--- config.mk ---
export PLATFORM = sky130hd
export DESIGN_NAME = fetch_unit
export DESIGN_NICKNAME = d
export VERILOG_FILES = /design/src/rtl/fetch_unit.sv
export SDC_FILE = /design/constraint.sdc
export NUM_CORES = 1
export LEC_CHECK = 0
export CAP_MARGIN = 20
export CELL_PAD_IN_SITES_DETAIL_PLACEMENT = 0
export CELL_PAD_IN_SITES_GLOBAL_PLACEMENT = 2
export CORE_ASPECT_RATIO = 1.2
export CORE_MARGIN = 3
export CORE_UTILIZATION = 41
export DETAILED_ROUTE_END_ITERATION = 10
export PLACE_DENSITY_LB_ADDON = 0.12
export REMOVE_ABC_BUFFERS = 1
export SETUP_SLACK_MARGIN = 0.4
export SLEW_MARGIN = 40
export SYNTH_ARGS = -nofsm -noshare
export SYNTH_HDL_FRONTEND = slang
export SYNTH_SLANG_ARGS = --single-unit
--- constraint.sdc ---
create_clock -name clk -period 4.79 [get_ports clk]
set_input_delay 0.958 -clock clk [delete_from_list [all_inputs] [get_ports clk]]
set_output_delay 0.958 -clock clk [all_outputs]
set_load 0.01 [all_outputs]
--- src/rtl/fetch_unit.sv ---
// Instruction fetch stage: owns the fetch PC, issues credit-limited word requests,
// buffers responses with their PCs in a prefetch FIFO and hands them to the core.
module fetch_unit #(
  parameter int unsigned          DataWidth = 32,
  parameter int unsigned          Address   = 8,
  parameter int unsigned          FifoDepth = 4,
  parameter logic [DataWidth-1:0] ResetPc   = '0
) (
  input  logic                 clk,
  input  logic                 rst,
  output logic                 imem_req,
  output logic [Address-1:0]   imem_addr,
  input  logic                 imem_gnt,
  input  logic                 imem_rvalid,
  input  logic [DataWidth-1:0] imem_rdata,
  input  logic                 redirect_valid,
  input  logic [DataWidth-1:0] redirect_pc,
  output logic                 instr_valid,
  output logic [DataWidth-1:0] instr,
  output logic [DataWidth-1:0] instr_pc,
  input  logic                 instr_ready
);

  localparam int unsigned     PtrW   = $clog2(FifoDepth);
  localparam int unsigned     CntW   = PtrW + 1;
  localparam logic [CntW-1:0] DepthC = CntW'(FifoDepth);

  logic [DataWidth-1:0] fpc_q, fpc_d, rpc_q, rpc_d;
  logic [CntW-1:0]      outst_q, outst_d, disc_q, disc_d, count_q, count_d;
  logic [PtrW-1:0]      wptr_q, wptr_d, rptr_q, rptr_d;
  logic [DataWidth-1:0] fifo_instr_q [FifoDepth];
  logic [DataWidth-1:0] fifo_pc_q    [FifoDepth];

  logic                 grant, resp, push, pop;
  logic [CntW:0]        credit_used, disc_sum;
  logic [DataWidth-1:0] redir_pc;
  logic                 unused;

  assign unused = ^redirect_pc[1:0];

  // Outstanding requests plus buffered words never exceed the FIFO depth.
  assign credit_used = {1'b0, outst_q} + {1'b0, count_q};
  assign imem_req    = !rst && !redirect_valid && (credit_used < {1'b0, DepthC});
  assign imem_addr   = rst ? ResetPc[Address+1:2] : fpc_q[Address+1:2];

  assign instr_valid = !rst && !redirect_valid && (count_q != '0);
  assign instr       = instr_valid ? fifo_instr_q[rptr_q] : '0;
  assign instr_pc    = instr_valid ? fifo_pc_q[rptr_q]    : '0;

  assign grant    = imem_req && imem_gnt;
  assign resp     = imem_rvalid && (outst_q != '0);
  assign pop      = instr_valid && instr_ready;
  assign push     = !rst && resp && !redirect_valid && (disc_q == '0);
  assign redir_pc = {redirect_pc[DataWidth-1:2], 2'b00};
  assign disc_sum = {1'b0, disc_q} + {1'b0, outst_q} - {{CntW{1'b0}}, resp};

  always_comb begin
    fpc_d   = fpc_q;
    rpc_d   = rpc_q;
    outst_d = outst_q;
    disc_d  = disc_q;
    count_d = count_q;
    wptr_d  = wptr_q;
    rptr_d  = rptr_q;
    if (redirect_valid) begin
      // Every still-pending response belongs to the old stream and must be dropped.
      fpc_d   = redir_pc;
      rpc_d   = redir_pc;
      outst_d = outst_q - CntW'(resp);
      disc_d  = (disc_sum > {1'b0, DepthC}) ? DepthC : disc_sum[CntW-1:0];
      count_d = '0;
      wptr_d  = '0;
      rptr_d  = '0;
    end else begin
      if (grant) begin
        fpc_d = fpc_q + DataWidth'(4);
      end
      outst_d = outst_q + CntW'(grant) - CntW'(resp);
      if (resp && (disc_q != '0)) begin
        disc_d = disc_q - CntW'(1);
      end
      if (push) begin
        rpc_d  = rpc_q + DataWidth'(4);
        wptr_d = wptr_q + PtrW'(1);
      end
      if (pop) begin
        rptr_d = rptr_q + PtrW'(1);
      end
      count_d = count_q + CntW'(push) - CntW'(pop);
    end
  end

  always_ff @(posedge clk) begin
    if (rst) begin
      fpc_q   <= ResetPc;
      rpc_q   <= ResetPc;
      outst_q <= '0;
      disc_q  <= '0;
      count_q <= '0;
      wptr_q  <= '0;
      rptr_q  <= '0;
    end else begin
      fpc_q   <= fpc_d;
      rpc_q   <= rpc_d;
      outst_q <= outst_d;
      disc_q  <= disc_d;
      count_q <= count_d;
      wptr_q  <= wptr_d;
      rptr_q  <= rptr_d;
    end
  end

  always_ff @(posedge clk) begin
    if (push) begin
      fifo_instr_q[wptr_q] <= imem_rdata;
      fifo_pc_q[wptr_q]    <= rpc_q;
    end
  end

  always_ff @(posedge clk) begin
    if (!rst) begin
      assert (!(imem_rvalid && (outst_q == '0)))
        else $error("fetch_unit: imem_rvalid with no outstanding request");
    end
  end

endmodule

==> results.py <==
metrics = {
    "place": {
        "place_ws_ps": 735,
        "place_area_sq_um": 14700,
        "place.gp.congestion": 0.802,
        "io_buffers": 139,
        "place_hpwl_um": 18400,
    },
    "global_routing": {
        "grt_pass1_vias": 8090,
        "grt_pass1_wl_um": 46100,
        "grt_max_degree": 75,
        "grt_usage_pct": 17.5,
        "antenna_found_initial": 1,
        "global_route.overflow_total": 0,
    },
    "worst_hold_path": {
        "hold_path.class": "flip-flop to flip-flop",
        "holdPathStages": 2,
        "worstHoldStart": "fpc_q[9]",
        "whs_endpoint": "fpc_q[9]",
    },
    "cts": {
        "worstSkewPairLatency_ps": 550,
        "ctsResizeCount": 0,
        "numClockSinks": 301,
        "h-tree-depth": 1,
        "cts_tree": "yes",
        "cts_buffer_depth": 3,
        "cts_buffers": 30,
        "post-cts-setup-buffers": 0,
        "clk_pin_slew_ps": 60,
        "holdBufCountCts": 0,
        "cts_root_buffer": "clkbuf_16",
    },
    "sta": {
        "clock_skew_ps": 9.60,
        "setup-tns-final_ps": 0,
        "layout_setup_ws_ps": 813,
        "timing.hold.ws_ps": 544,
        "finalHoldViolations": 0,
        "post-route-min-period_ps": 3980,
        "setup_viol": 0,
        "rsz0062_at_grt": "false",
        "drv_slew": 0,
        "timing.slew.headroom_pct": 49.2,
        "finalCritPeriodShare_pct": 83.0,
        "max_freq_mhz": 251,
        "worst_pin_slew_ps": 763,
    },
    "power_and_ir_drop": {
        "peakVddDrop_mv": 0.259,
        "p_per_area_nw_per_um2": 388,
        "power.leakage_nw": 5.28,
    },
    "synth": {
        "synth_edf_count": 248,
        "ys_ff_latch": 301,
        "syn_avg_cell_area_sq_um": 15.8,
        "synthArstFlopShare_pct": 0,
        "yosys-top-cells-area": "edfxtp_1 (58%), mux4_2 (11%), dfxtp_1 (8.3%), and3_1 (3.3%), ha_1 (2.0%)",
        "netlist_instances": 807,
        "yosysUniqueCellTypes": 56,
        "synth.top_cell.area_share_pct": 58.4,
        "ys_seq_area_share_pct": 66.8,
        "yosysWarnings": 0,
        "yosysTopAreaCell": "edfxtp_1",
        "synth_ff_type": "edfxtp_1",
        "synth_area_sq_um": 12700,
    },
    "die": {
        "io_pins": 144,
        "die_h_um": 199,
        "initial_core_util_pct": 41.7,
        "die_w_um": 167,
        "rows": 70,
        "core-area_sq_um": 30600,
        "die_area_sq_um": 33200,
    },
    "run": {
        "maxCapViolations": 0,
    },
    "setup_path": {
        "r2r_slack_ps": 1640,
        "worstPathMaxFanout": 74,
        "required_ps": 3830,
        "worstRegToRegCells": 11,
        "critPathArrivalTime_ps": 3020,
        "critical_path_class": "primary input to output port",
        "start_kind": "primary input",
        "worstReg2RegStart": "outst_q[2]",
        "worstSetupEndpointType": "output port",
        "r2r_end": "outst_q[2]",
    },
    "layout": {
        "area_growth_pct": 23.2,
        "final_net_count": 1042,
        "design_area_sq_um": 15700,
        "layout_commonest_cell": "edfxtp_1",
        "final_cell_mix": "edfxtp_1 (248), clkdlybuf4s50_1 (139), and3_1 (67)",
        "n_fill_cell": 2557,
        "diodes": 0,
        "drive_gt1_share_pct": 14.6,
    },
    "routing": {
        "vias": 7651,
        "drc": 0,
        "viasPerCell": 5.59,
        "ant_nets": 0,
        "wl_um": 29500,
        "drt-pass1-iter-count": 5,
        "wire_per_inst_um": 21.5,
        "met3_length_um": 1380,
        "maxUsedRoutingLayer": "met5",
        "drt_iter0_drc": 470,
        "wl_met1_um": 12400,
        "route.met2.wl_um": 15200,
    },
    "run_status": {
        "status": "finished, final reports clean",
    },
}
## state kept, by name, indices dropped and copies added, names as in the netlist, named ones only
name,flops
wptr_q,2
rpc_q,30
fifo_pc_q,120
rptr_q,2
fifo_instr_q,128
disc_q,3
count_q,3
fpc_q,8
outst_q,3
## metrics by stage
stage,cells,total power [mW],util [%]
finish,1369,6.09,51.4
detailed placement,1313,3.76,48.1
global placement,1313,3.72,48.0
CTS,1369,6.15,51.4
floorplan,758,3.48,-
global route,1369,6.34,51.4
## report_power, final
group	switching (mW)	internal (mW)	total (mW)
logic	0.381	0.302	0.683
clock network	0.977	1.41	2.39
registers	0.0828	2.93	3.01
## worst max path at each step
| stage | start | endpoint | slack (ps) |
|---|---|---|---|
| after global placement | redirect_valid | outst_q[2] | 760 |
| final | redirect_valid | instr_pc[30] | 810 |
| after global routing | redirect_valid | instr_pc[30] | 670 |
| after floorplan | flip-flop | instr[0] | 320 |
| after detailed placement | redirect_valid | outst_q[2] | 740 |
| after CTS | redirect_valid | instr_pc[30] | 780 |
## per-layer routing
metal	vias up	global-route usage [%]
li1	3496	-
met1	3925	22.5
met2	196	31.8
met3	32	2.75
met4	2	3.73
met5	-	0
## cells in the mapped netlist, types with 3 or more instances
cell	number
and4_1	11
nor4b_1	3
nand4_1	12
a211oi_1	6
a31oi_1	3
nand3_1	19
xor2_1	6
nand2_1	19
or4_1	13
a21oi_1	14
o211ai_1	5
nor2_1	34
fa_1	3
inv_1	36
dfxtp_1	53
a311oi_1	14
o21ai_0	4
o311ai_0	3
or3_1	3
and2_1	9
nor3_1	5
edfxtp_1	248
nor2b_1	9
o31ai_1	11
xnor2_1	15
clkbuf_1	39
buf_2	6
and3_1	67
a2111oi_0	4
a21boi_0	13
nor4_1	7
ha_1	20
mux4_2	62
## worst max-delay path, stage by stage
cell and delay [ps]:
clkdlybuf4s50_1 680, nor2_4 220, buf_12 320, and3_1 210, clkdlybuf4s50_1 610
## cell type report
type	count	area [sq um]	area share [%]
flip-flops and latches	301	8510	54.2
multi-input cells	421	3920	24.9
repair buffers	159	1630	10.4
clock buffers	31	754	4.80
well taps	396	495	3.16
clock inverters	25	259	1.65
inverters	36	135	0.861
## kinds of logic (layout without fill, tap and decap cells)
group	after synthesis	count (layout)	share of synthesized area (%)
xor gates and xnor gates	21	21	1.44
adders and majority gates	23	23	2.43
other	1	2	0.0294
AOI/OAI and AO/OA	90	90	5.28
buffers and inverters	86	251	2.71
DFF	301	301	66.8
and+or+nand+nor	221	221	10.2
muxes	64	64	11.1
Note: power is estimated with default switching activity, not from simulation.
